## src/rtl/rob_resp_serializer.sv

```systemverilog
// rob_resp_serializer
// Takes one in-order cache-line response per valid/ready handshake from the
// reorder buffer and replays it on the host read-data channel as BEATS beats,
// low beat first, with rlast_o on the final beat. A new line can be accepted
// on the last-beat handshake, so back-to-back lines stream with no bubble.
module rob_resp_serializer #(
   parameter int LINE_W = 512,
   parameter int BEAT_W = 128,
   parameter int ID_W   = 16
) (
   input  logic              clk,
   input  logic              rst,
   input  logic              valid_i,
   output logic              ready_o,
   input  logic [ID_W-1:0]   rid_i,
   input  logic [LINE_W-1:0] rdata_i,
   output logic              rvalid_o,
   input  logic              rready_i,
   output logic [ID_W-1:0]   rid_o,
   output logic [BEAT_W-1:0] rdata_o,
   output logic              rlast_o,
   output logic              busy_o
);

   localparam int BEATS = LINE_W / BEAT_W;
   localparam int CNT_W = (BEATS > 1) ? $clog2(BEATS) : 1;
   localparam logic [CNT_W-1:0] LAST_CNT = CNT_W'(BEATS - 1);

   typedef enum logic {
      IDLE,
      SEND
   } state_t;

   state_t            state;
   logic [CNT_W-1:0]  beat_cnt;
   // Beats of the current line not yet loaded into rdata_o, next beat in the
   // low BEAT_W bits; shifting avoids a wide variable-index mux.
   logic [LINE_W-1:0] line_q;

   logic beat_hs;
   logic accept;

   assign beat_hs = rvalid_o & rready_i;

   // NOTE: ready_o is a continuous assign, not a register. It must see the
   // last-beat handshake in the same cycle so the next line is taken without
   // a bubble; this rready_i -> ready_o path is the only combinational one.
   assign ready_o = !rst & ((state == IDLE) | (rvalid_o & rlast_o & rready_i));
   assign accept  = valid_i & ready_o;
   assign busy_o  = (state == SEND);

   // Line capture, beat sequencing and registered host-channel outputs.
   always_ff @(posedge clk) begin
      // NOTE: sequential state uses non-blocking assignments only, so every
      // register here samples pre-edge values regardless of statement order.
      if (rst) begin
         // The line register is reset too, so a discarded line never leaks
         // into a later beat.
         state    <= IDLE;
         beat_cnt <= '0;
         line_q   <= '0;
         rid_o    <= '0;
         rdata_o  <= '0;
         rvalid_o <= 1'b0;
         rlast_o  <= 1'b0;
      end else if (accept) begin
         // Also covers acceptance on the last-beat handshake of the previous line.
         state    <= SEND;
         beat_cnt <= '0;
         line_q   <= rdata_i >> BEAT_W;
         rid_o    <= rid_i;
         rdata_o  <= rdata_i[BEAT_W-1:0];
         rvalid_o <= 1'b1;
         rlast_o  <= (LAST_CNT == '0);
      end else if (beat_hs) begin
         if (rlast_o) begin
            state    <= IDLE;
            rvalid_o <= 1'b0;
            rlast_o  <= 1'b0;
         end else begin
            beat_cnt <= beat_cnt + CNT_W'(1);
            rdata_o  <= line_q[BEAT_W-1:0];
            line_q   <= line_q >> BEAT_W;
            rlast_o  <= ((beat_cnt + CNT_W'(1)) == LAST_CNT);
         end
      end
   end

endmodule

```

## config.mk

```make
export PLATFORM = sky130hd
export DESIGN_NAME = rob_resp_serializer
export DESIGN_NICKNAME = d
export VERILOG_FILES = /design/src/rtl/rob_resp_serializer.sv
export SDC_FILE = /design/constraint.sdc
export NUM_CORES = 1
export LEC_CHECK = 0
export BUFFER_PORTS_ARGS = -buffer_cell sky130_fd_sc_hd__buf_2
export CELL_PAD_IN_SITES_DETAIL_PLACEMENT = 0
export CELL_PAD_IN_SITES_GLOBAL_PLACEMENT = 2
export CORE_ASPECT_RATIO = 1.25
export CORE_UTILIZATION = 34
export DETAILED_ROUTE_END_ITERATION = 8
export PLACE_DENSITY = 0.95
export SYNTH_ARGS = -nofsm -noshare
export SYNTH_HDL_FRONTEND = slang
export SYNTH_SLANG_ARGS = --single-unit
```

## constraint.sdc

```tcl
create_clock -name clk -period 3.75 [get_ports clk]
set_input_delay 0.75 -clock clk [delete_from_list [all_inputs] [get_ports clk]]
set_output_delay 0.75 -clock clk [all_outputs]
set_load 0.01 [all_outputs]
```

# == Word-level counts from Yosys, hierarchy flattened ==
# Cells that the tools add are included.
# classes
add_sub_neg,1
eq_ne,2
n_mux,10
bitwise,8
reduce_logical,7
# op_table
operator,count
$mux W384,3
$mux W128,3
$reduce_and A2 Y1,3
$and A1 B1 Y1,5
$mux W1,4
$reduce_bool A2 Y1,2
$add A2 B1 Y2 const B,1
$eq A2 B2 Y1 const B,1
$ne A2 B1 Y1 const B,1
$not A1 Y1,2
$reduce_or A2 Y1,1
$logic_not A1 Y1,1
$or A1 B1 Y1,1
# totals
reg_bits,532
inputBits,532
out_inout_bits,148
wordCells,34

# == Logic depth before layout (Yosys ltp) ==
# Gate-level depths: netlist of run 1.
# logic_depth
depth_word,7
ltp_mapped,7
ltp_nobuf,5

# == Least setup slack after synthesis of run 1 ==
# OpenSTA, ideal clock, no wires.
# synth_path
path_type,input to output
start,input rst
end,output ready_o
arrival_time_ns,1.701
required_ns,3.000
slack_ns,1.299
stages,5
n_path_buf,4
path_cell_list,buf_4 > buf_2 > clkbuf_1 > clkbuf_1 > nor2_1
# synth_between
elab_chain_len,2
# synth_lines
element,line,text
start: declaration,12,"input logic rst,"
$logic_not A1 Y1,48,assign ready_o = !rst & ((state == IDLE) | (rvalid_o & rlast_o & rready_i));
$and A1 B1 Y1,48,
end: declaration,14,"output logic ready_o,"
# Every way passes these cells.

# == Worst setup path in the final report of run 1 ==
# layout_path
start,register state (netlist: busy_o)
end,output busy_o
# layout_lines
element,line,text
start: declaration,34,state_t state;
start signal: assignment,59,state <= IDLE;
start signal: assignment,68,state <= SEND;
start signal: assignment,77,state <= IDLE;
end: declaration,22,output logic busy_o
# No word-level cell between the ends.

==> reports/summary.md, run 1 <==
The run gives 3,369 as the post-synthesis cell count. The net count of the finished layout was 4,233. Headroom to the max-slew limit came out at -3.17%. 680 I/O pins were placed. The tools report the count of antenna-violating nets left after detailed routing as 0. Of all flip-flops after synthesis, the portion carrying an async set or reset was 0%.

The launching point of the worst reg2reg path is rlast_o. After detailed routing, the number of remaining DRC violations is 0. Entering global routing, the biggest net connects 245 pins.

The leakage power is 11.3 nW, and the global routing usage on met3 is 4.55%. The most common cell in the netlist was sky130_fd_sc_hd__dfxtp_1. During placement, the flow inserted port buffers numbering 679. The total overflow left after global routing is 0.

For the number of antenna violations at the first check in global routing, the log shows 42. Overall power consumption after layout is estimated at 0.0144 W. At the worst endpoint, the required time is 3000 ps.

After detailed routing, the average wire length per cell comes to 22.1 um. The sink of the worst hold path was rid_o[14]. The logs give 0.819 for the placer's final routability congestion estimate and 38.5% for the sequential-to-total area share from yosys stat. Sequential cells account for 42.9% of the total power. The die is 257 um wide. The number of cell instances on the worst register-to-register path was 4; the wire length of the first global-routing pass was 163,000 um.

The run gives 3,902 as the post-synth net total. The count of clock tree sinks came out at 532. The tools report the arrival time of data at the critical path endpoint as 2240 ps.

The setup check on the worst reg-to-reg path leaves a slack of 1220 ps. The tools report the count of H-tree levels built during CTS as 2. In the final timing run, aggregate negative setup slack is 0 ps.

The hold violation count in the final report was 0; the per-instance average area after synthesis was 8.21 um^2. Summed over all nets, the switching power comes to 0.00405 W. The die outline area came out at 82,500 um^2. Per report_power, the clock group accounts for 43.0% of the total.

For the total number of placement rows, the log shows 116. The run gives 6 as the total iterations of the first detailed-routing run. Most used flip-flop cell after synthesis: sky130_fd_sc_hd__dfxtp_1.

Setup violations remaining at the end of the flow were counted as 0. Insertion delay of the later-clocked pin in the worst-skew pair: 640 ps. The path class of the tightest hold or removal check is in -> reg. TritonCTS built the clock tree.

The routed design has 107,000 um of wire. The setup path with the least slack is of type reg -> out. The flow ran to the end, but the final reports show violations.

The number of buffers inserted by hold repair at cts was 0; the post-synthesis to final-layout area growth was 20.3%. For this run, global-route usage on met1 was measured as 32.9%. Buffers added to address setup during post-CTS repair amount to 0. The pin slew with the least headroom to its limit was 1550 ps; the portion of the clock cycle consumed by the worst path in the final layout was 79.8%. Of all cell types, the one taking the most synthesized area is sky130_fd_sc_hd__dfxtp_1. Number of global-route vias before repair: 26,100.

Max-cap violations in this run came to 0. The smallest clock period supported by the final layout is computed as 2990 ps. The fraction of power spent switching nets was 28.0%. Setup repair after global routing left no endpoint under its margin.

The nature of the critical path startpoint was a register. The post-cts repair resize count is 0. Final number of max-transition violations: 98. Yosys mapped a number of flops with a built-in enable equal to 0. For this run, global-route usage on met2 was measured as 39.8%.

The final reports fail on slew limit. Once the floorplan was initialized, standard cells occupied 34.5% of the core. Clock-pin slew was measured on the worst setup and hold paths at 60 ps.

Along the worst hold path, the cell count comes to 3. Synthesis instantiated 31 different standard cells from the library. By count the netlist is led by sky130_fd_sc_hd__dfxtp_1 (532), sky130_fd_sc_hd__nand2_1 (383), sky130_fd_sc_hd__buf_2 (235). Across the VDD grid, the largest voltage drop is 353 uV. The count of state elements after synthesis is 532. The clock passes through at most 3 buffers.

The share of the synthesized area in the top cell type was 38.5%; the number of warning messages in the yosys log was 0. The netlist area before placement is 27,700 um^2, and the HPWL after detailed placement is 65,400 um. The logs give 29.1 ps for the setup skew after layout and 14.2% for the combinational share of power. Dividing total power by cell area gives a power density of 434 nW/um^2. The via count is 28,300. The worst setup path is captured at a primary output. Internal power comes to 0.0104 W.

The total track usage came out at 24.6%. The tools report the violation count after the first detailed-routing iteration as 2,577. The tools report the clock root buffer master as sky130_fd_sc_hd__clkbuf_16.

The total area inside the core boundary comes to 80,300 um^2. The worst-path maximum fanout is 127. The endpoint identified for the worst register-to-register timing path is line_q[209]. The detail-routed via count per cell was 5.85; the end-of-flow core utilization was 41.4%. In the final layout, the share of cells above drive strength 1 is 22.3%. The die boundary height works out to 321 um. The global-route layer with the greatest usage was met2.

For the clock buffer count from CTS, the log shows 58. The start point of the worst min-delay path was rid_i[14]. Ranked by total cell area, the synthesized netlist is headed by sky130_fd_sc_hd__dfxtp_1 (39%), sky130_fd_sc_hd__a31o_1 (6.1%), sky130_fd_sc_hd__nand4b_1 (6.1%). The fmax was 334 MHz.
==> cell type report <==
cell class,count,area [um^2]
antenna,29,72.6
clock buffer,90,1770
clock inverter,18,255
fill,8320,47000
inverter,195,732
multi-input combinational,2184,14300
sequential,532,10700
tap,1062,1330
timing repair buffer,729,4170
==> worst max-delay path by stage <==
stage	end	startpoint	slack, ps
after CTS	busy_o	busy_o	710
after global placement	line_q[250]	rst	1070
after floorplan	ready_o	rst	1300
after detailed placement	line_q[250]	rst	1040
final	busy_o	busy_o	760
after global routing	busy_o	busy_o	630
==> stage by stage <==
step / setup slack (ps) / instances / instance area (um^2) / hold slack (ps)
floorplan: 1300 / 3369 / 27700 / 440
global placement: 1070 / 4702 / 31200 / 448
detailed placement: 1040 / 4702 / 31200 / 449
CTS: 710 / 4810 / 33200 / 296
global route: 635 / 4830 / 33200 / 324
finish: 757 / 4839 / 33300 / 331
==> logic make-up (layout without fill, tap and decap cells) <==
family,count (synthesis),in the layout,synth area share (%)
buffers and inverters,653,1032,10.1
other,0,29,0
AND/OR/NAND/NOR,1327,1327,27.7
AO/OA/AOI/OAI,855,855,23.7
adder cells (fa/ha/maj),1,1,0.0452
XOR/XNOR,1,1,0.0317
flip-flops,532,532,38.5
==> layer usage <==
layer / wire length [um] / vias to the layer above / part of all wire, %
li1: - / 13400 / -
met1: 46500 / 13900 / 43
met4: 2720 / 32 / 2.5
met5: 209 / - / 0.20
met3: 6970 / 170 / 6.5
met2: 50600 / 903 / 47
==> sequential cells by signal, indices dropped and copies added (netlist names) <==
register,flops
beat_cnt,2
line_q,384
rdata_o,128
busy_o,1
rid_o,16
rlast_o,1
==> power groups by stage <==
stage          combinational [W]  clock (W)  sequential [W]
3_3_place_gp             0.00202          0         0.00631
5_1_grt                  0.00223    0.00656         0.00623
6_report                 0.00204    0.00621         0.00619
3_5_place_dp             0.00204          0         0.00631
2_1_floorplan            0.00120          0         0.00630
4_1_cts                  0.00204    0.00634         0.00619
==> critical path: stages, from the launching register on <==
cell and delay [ps]:
sky130_fd_sc_hd__dfxtp_4 790, sky130_fd_sc_hd__buf_12 480, sky130_fd_sc_hd__buf_2 230
==> placed cells by master, fill, tap and decap left out, types with 2 or more instances in the layout <==
cell                         instances
sky130_fd_sc_hd__buf_2             676
sky130_fd_sc_hd__dfxtp_1           530
sky130_fd_sc_hd__nand2_1           382
sky130_fd_sc_hd__inv_1             195
sky130_fd_sc_hd__nand3b_1          194
sky130_fd_sc_hd__nand4_1           193
sky130_fd_sc_hd__nand4b_1          193
sky130_fd_sc_hd__a31o_1            193
sky130_fd_sc_hd__o31ai_1           193
sky130_fd_sc_hd__nor3_1            192
sky130_fd_sc_hd__a311oi_1          191
sky130_fd_sc_hd__nand3_1           144
sky130_fd_sc_hd__a21oi_1           129
sky130_fd_sc_hd__o211ai_1          128
sky130_fd_sc_hd__clkbuf_16          59
sky130_fd_sc_hd__diode_2            29
sky130_fd_sc_hd__buf_12             29
sky130_fd_sc_hd__buf_4              21
sky130_fd_sc_hd__clkbuf_8           18
sky130_fd_sc_hd__o21ai_1            17
sky130_fd_sc_hd__nand2b_1           16
sky130_fd_sc_hd__clkbuf_1           13
sky130_fd_sc_hd__clkinv_2            8
sky130_fd_sc_hd__bufinv_16           6
sky130_fd_sc_hd__nor2_1              4
sky130_fd_sc_hd__buf_8               3
sky130_fd_sc_hd__nor2b_1             2
sky130_fd_sc_hd__dfxtp_4             2
sky130_fd_sc_hd__clkinvlp_4          2
No activity file was read; power rests on OpenSTA's default activity.
==> run 2, diff against run 1 <==
--- a/config.mk
+++ b/config.mk
@@ -5,13 +5,14 @@
 export SDC_FILE = /design/constraint.sdc
 export NUM_CORES = 1
 export LEC_CHECK = 0
+export ABC_AREA = 1
 export BUFFER_PORTS_ARGS = -buffer_cell sky130_fd_sc_hd__buf_2
 export CELL_PAD_IN_SITES_DETAIL_PLACEMENT = 0
 export CELL_PAD_IN_SITES_GLOBAL_PLACEMENT = 2
 export CORE_ASPECT_RATIO = 1.25
-export CORE_UTILIZATION = 34
+export CORE_UTILIZATION = 25
 export DETAILED_ROUTE_END_ITERATION = 8
-export PLACE_DENSITY = 0.95
+export PLACE_DENSITY = 0.84
 export SYNTH_ARGS = -nofsm -noshare
 export SYNTH_HDL_FRONTEND = slang
 export SYNTH_SLANG_ARGS = --single-unit
==> constraint.sdc (replaced) <==
create_clock -name clk -period 2.75 [get_ports clk]
set_input_delay 0.55 -clock clk [delete_from_list [all_inputs] [get_ports clk]]
set_output_delay 0.55 -clock clk [all_outputs]
set_load 0.01 [all_outputs]
==> run 2 against run 1 <==
The flow now finishes without violations. Count of clock-buffer cells in the layout is 4 higher. Die area is 24% higher. Final cell count is 18% higher. Clock power is 29% higher. Critical endpoint is now ready_o. Sequential power is 37% higher. Worst hold slack worse by 200 ps. Critical path type unchanged. Sequential cell count stayed put. Highest routed layer unchanged.
==> reports/summary.md, run 2 <==
The commonest non-fill, non-tap cell in the layout was sky130_fd_sc_hd__nand2_1. In this run the static leakage power is 14.7 nW. In this run the critical register-to-register path is launched from busy_o.

The floorplan has 129 rows. The floorplan step set the die width to 286 um. The initial utilization of the core area, before any placement, comes to 25.4%. The routed design uses 4920 um of met3 wire. Sequential cells were found to cover 42.2% of the synthesized design area.

The first detailed-routing pass took 5 iterations. The hold violation count in the final report was 0; the number of placed I/O pins was 680. Setup repair after global routing left no endpoint under its margin. The tightest min-delay check is of the in -> reg type. Setup violations remaining at the end of the flow were counted as 0.

Counting along the longest clock path gives a buffer depth of 3. For this run, the leading register cell type out of synthesis is sky130_fd_sc_hd__dfxtp_1. The top cell types in the final layout, fill and taps aside, are sky130_fd_sc_hd__nand2_1 (856), sky130_fd_sc_hd__nor2_1 (819), sky130_fd_sc_hd__buf_2 (677), sky130_fd_sc_hd__dfxtp_1 (532), sky130_fd_sc_hd__nand3_1 (478).

The cell type with the largest total area after synthesis is sky130_fd_sc_hd__dfxtp_1. By area, the combinational part of the netlist is dominated by simple AND/OR/NAND/NOR gates. After floorplanning, the core was sized to cover 99,400 um^2.

Of the available clock period, the critical path in the final layout requires 89.7%. The register with the most flip-flops was line_q. The number of cell instances on the worst register-to-register path is 8, and the normalized max-slew margin is 20.9%. The run gives 5,601 as the instance count after placement with tap cells included. After detailed routing, the total wire length is 100,000 um. After Yosys synthesis, and, or, nand and nor cells account for 42.3% of the synthesized area. The pin slew with the least headroom to its limit is 1190 ps. The logs give 284 ps for the worst setup margin and 26,600 for the via count.

In this run the worst setup path terminates at ready_o. The arrival time of data at the critical path endpoint is 1920 ps, and the number of antenna violations at the first check in global routing is 33. After synthesis, the netlist uses 18 different library cells.

For the wire length of the first global-routing pass, the log shows 151,000 um. The logs give 29,800 um^2 for the placed cell area and 449 uV for the worst IR drop on VDD. The number of setup buffers added after CTS is 0. The final number of max-transition violations was 0; the post-detailed-route wirelength per cell was 17.5 um.

After clock tree synthesis, the clock-pin slew on the worst setup and hold paths is 70 ps. The area growth from synthesis to layout is 25.7%. Synthesis produced a netlist with a net count of 4,422.

Clock latency on the worst-skew pair, taken at its later pin, is 640 ps. The fraction of synthesis flops using an asynchronous set or reset pin was 0%. The detailed router finished its first iteration with 1,721 violations. Max-cap violations in this run came to 0. The critical path starts at rlast_o. The logs give 177 for the largest net degree at the start of global routing and 440 ps for the reg2reg setup slack.

The tools report the total overflow reported by the global router as 0. The post-route netlist has 19.2% of its cells at a drive strength greater than 1. After synthesis, the most frequently instantiated cells are sky130_fd_sc_hd__nand2_1 (856), sky130_fd_sc_hd__nor2_1 (819), sky130_fd_sc_hd__dfxtp_1 (532). TritonCTS built the clock tree. For the number of global-route vias before repair, the log shows 25,000. The finished cells cover 31,700 um^2. The number of buffers inserted by hold repair at cts was 0; the routed metal-1 wirelength was 43,600 um. The setup skew after layout was 18.8 ps.

Die boundary height: 357 um. The critical path data required time was 2200 ps; the minimum clock period after layout was 2470 ps. The count of antenna-violating nets left after detailed routing was 0; the fraction of the mapped netlist area in compound gates was 5.49%.

After detailed routing, the met2 layer carries 48,800 um of wire. The worst register-to-register path ends at rdata_o[62]. The detail-routed via count per cell came out at 4.65.

The post-cts repair resize count came out at 0. The H-tree was split into 2 levels. For the final routed database, the setup TNS stands at 0 ps. After synthesis, the mean cell area works out to 6.49 um^2. The die covers 102,000 um^2. The number of port buffers was 679. The run gives 0.835 as the placer's final routability congestion estimate. Summed over its instances, the top area cell type makes up 42.2% of the synthesized netlist area. The critical path start-end classification was reg -> out. CTS saw 532 sinks. OpenSTA, run right after detailed placement, puts the worst setup slack at 429 ps.

The clock buffer count from CTS is 60, and the number of non-filler instances in the completed layout is 5,729. After Yosys synthesis, full adders, half adders and majority gates account for 0.0496% of the synthesized area. The xor-xnor portion of the synthesized cell area was 0%.

Netlist area before placement: 25,200 um^2. The clock root buffer master was sky130_fd_sc_hd__clkbuf_16. The total power per unit cell area came out at 614 nW/um^2. Among all cell types in the netlist, the one instantiated most often is sky130_fd_sc_hd__nand2_1. The cell count after synthesis came out at 3,889. In the global route stage, overall resource usage came out at 18.7%. The detailed router used layers up to and including met5. STA classifies the critical path startpoint as a register.

The run finished with clean final reports. After filler insertion, the fill cell instance count of the layout stands at 11,300. For this run, the number of Yosys warnings is 0. The count of state elements after synthesis is 532. Once detailed placement completed, the half-perimeter wirelength came to 66,900 um.

For the fmax, the log shows 405 MHz. Endpoint kind of the worst setup timing path: a primary output. In this run the worst path has a maximum fanout of 6.

The remaining routing DRC violations is 0. The net count of the finished layout came out at 4,886. The largest registers in the layout are line_q x384, rdata_o x128, rid_o x16. The number of flops mapped to enable cells by yosys was 0; the flip-flop count of the largest register, all copies and words added was 384. Multiplexer fraction of the synthesized cell area: 0%.

In the post-synthesis netlist, the biggest area contributors are sky130_fd_sc_hd__dfxtp_1 (42%), sky130_fd_sc_hd__nand2_1 (13%), sky130_fd_sc_hd__nor2_1 (12%).
==> run 2: stage by stage <==
| step | total power (W) | hold WS (ps) | util, % |
|---|---|---|---|
| after CTS | 0.0198 | 82.2 | 31.8 |
| after detailed placement | 0.0117 | 429 | 29.9 |
| after floorplan | 0.0104 | 454 | - |
| after global placement | 0.0116 | 424 | 29.9 |
| final | 0.0195 | 129 | 31.9 |
| after global routing | 0.0204 | 92.0 | 31.9 |
==> run 2: cell families (layout without fill, tap and decap cells) <==
| kind of cell | after synthesis | in the layout |
|---|---|---|
| simple gates | 2462 | 2462 |
| compound gates | 277 | 277 |
| flops | 532 | 532 |
| buf+inv | 617 | 1125 |
| other cells | 0 | 22 |
| fa+ha+maj | 1 | 1 |
==> run 2: final cells by class <==
| class | count | area, um^2 | share of cell area (%) |
|---|---|---|---|
| tap | 1310 | 1640 | 5.17 |
| multi-input combinational | 2740 | 12100 | 38.3 |
| antenna | 22 | 55.1 | 0.174 |
| timing repair buffer | 746 | 4280 | 13.5 |
| inverter | 273 | 1040 | 3.28 |
| sequential | 532 | 10700 | 33.6 |
| clock inverter | 12 | 100 | 0.316 |
| clock buffer | 94 | 1810 | 5.71 |
==> run 2: worst min path at each step <==
stage,start,end,slack [ps],depth (start not counted)
2_1_floorplan,line_q[377],line_q[377],450,2
3_3_place_gp,rid_o[10],rid_o[10],420,2
3_5_place_dp,rid_o[1],rid_o[1],430,2
4_1_cts,rdata_i[58],rdata_o[58],80,3
5_1_grt,rid_i[2],rid_o[2],90,3
6_report,rid_i[9],rid_o[9],130,3
==> run 2: worst max-delay path, stage by stage, from the launching register on <==
cell,delay (ps)
sky130_fd_sc_hd__dfxtp_1,430
sky130_fd_sc_hd__nand2_1,220
sky130_fd_sc_hd__a21oi_4,390
sky130_fd_sc_hd__buf_2,220
==> run 2: routing by layer <==
metal | track usage (%) | up-vias
li1 | - | 13400
met1 | 23.7 | 12300
met2 | 31.8 | 682
met3 | 3.04 | 157
met4 | 6.96 | 22
met5 | 0 | -
==> run 2: power breakdown <==
group / internal, W / switching (W)
logic: 0.00113 / 0.00187
registers: 0.00821 / 0.000253
clock network: 0.00457 / 0.00345
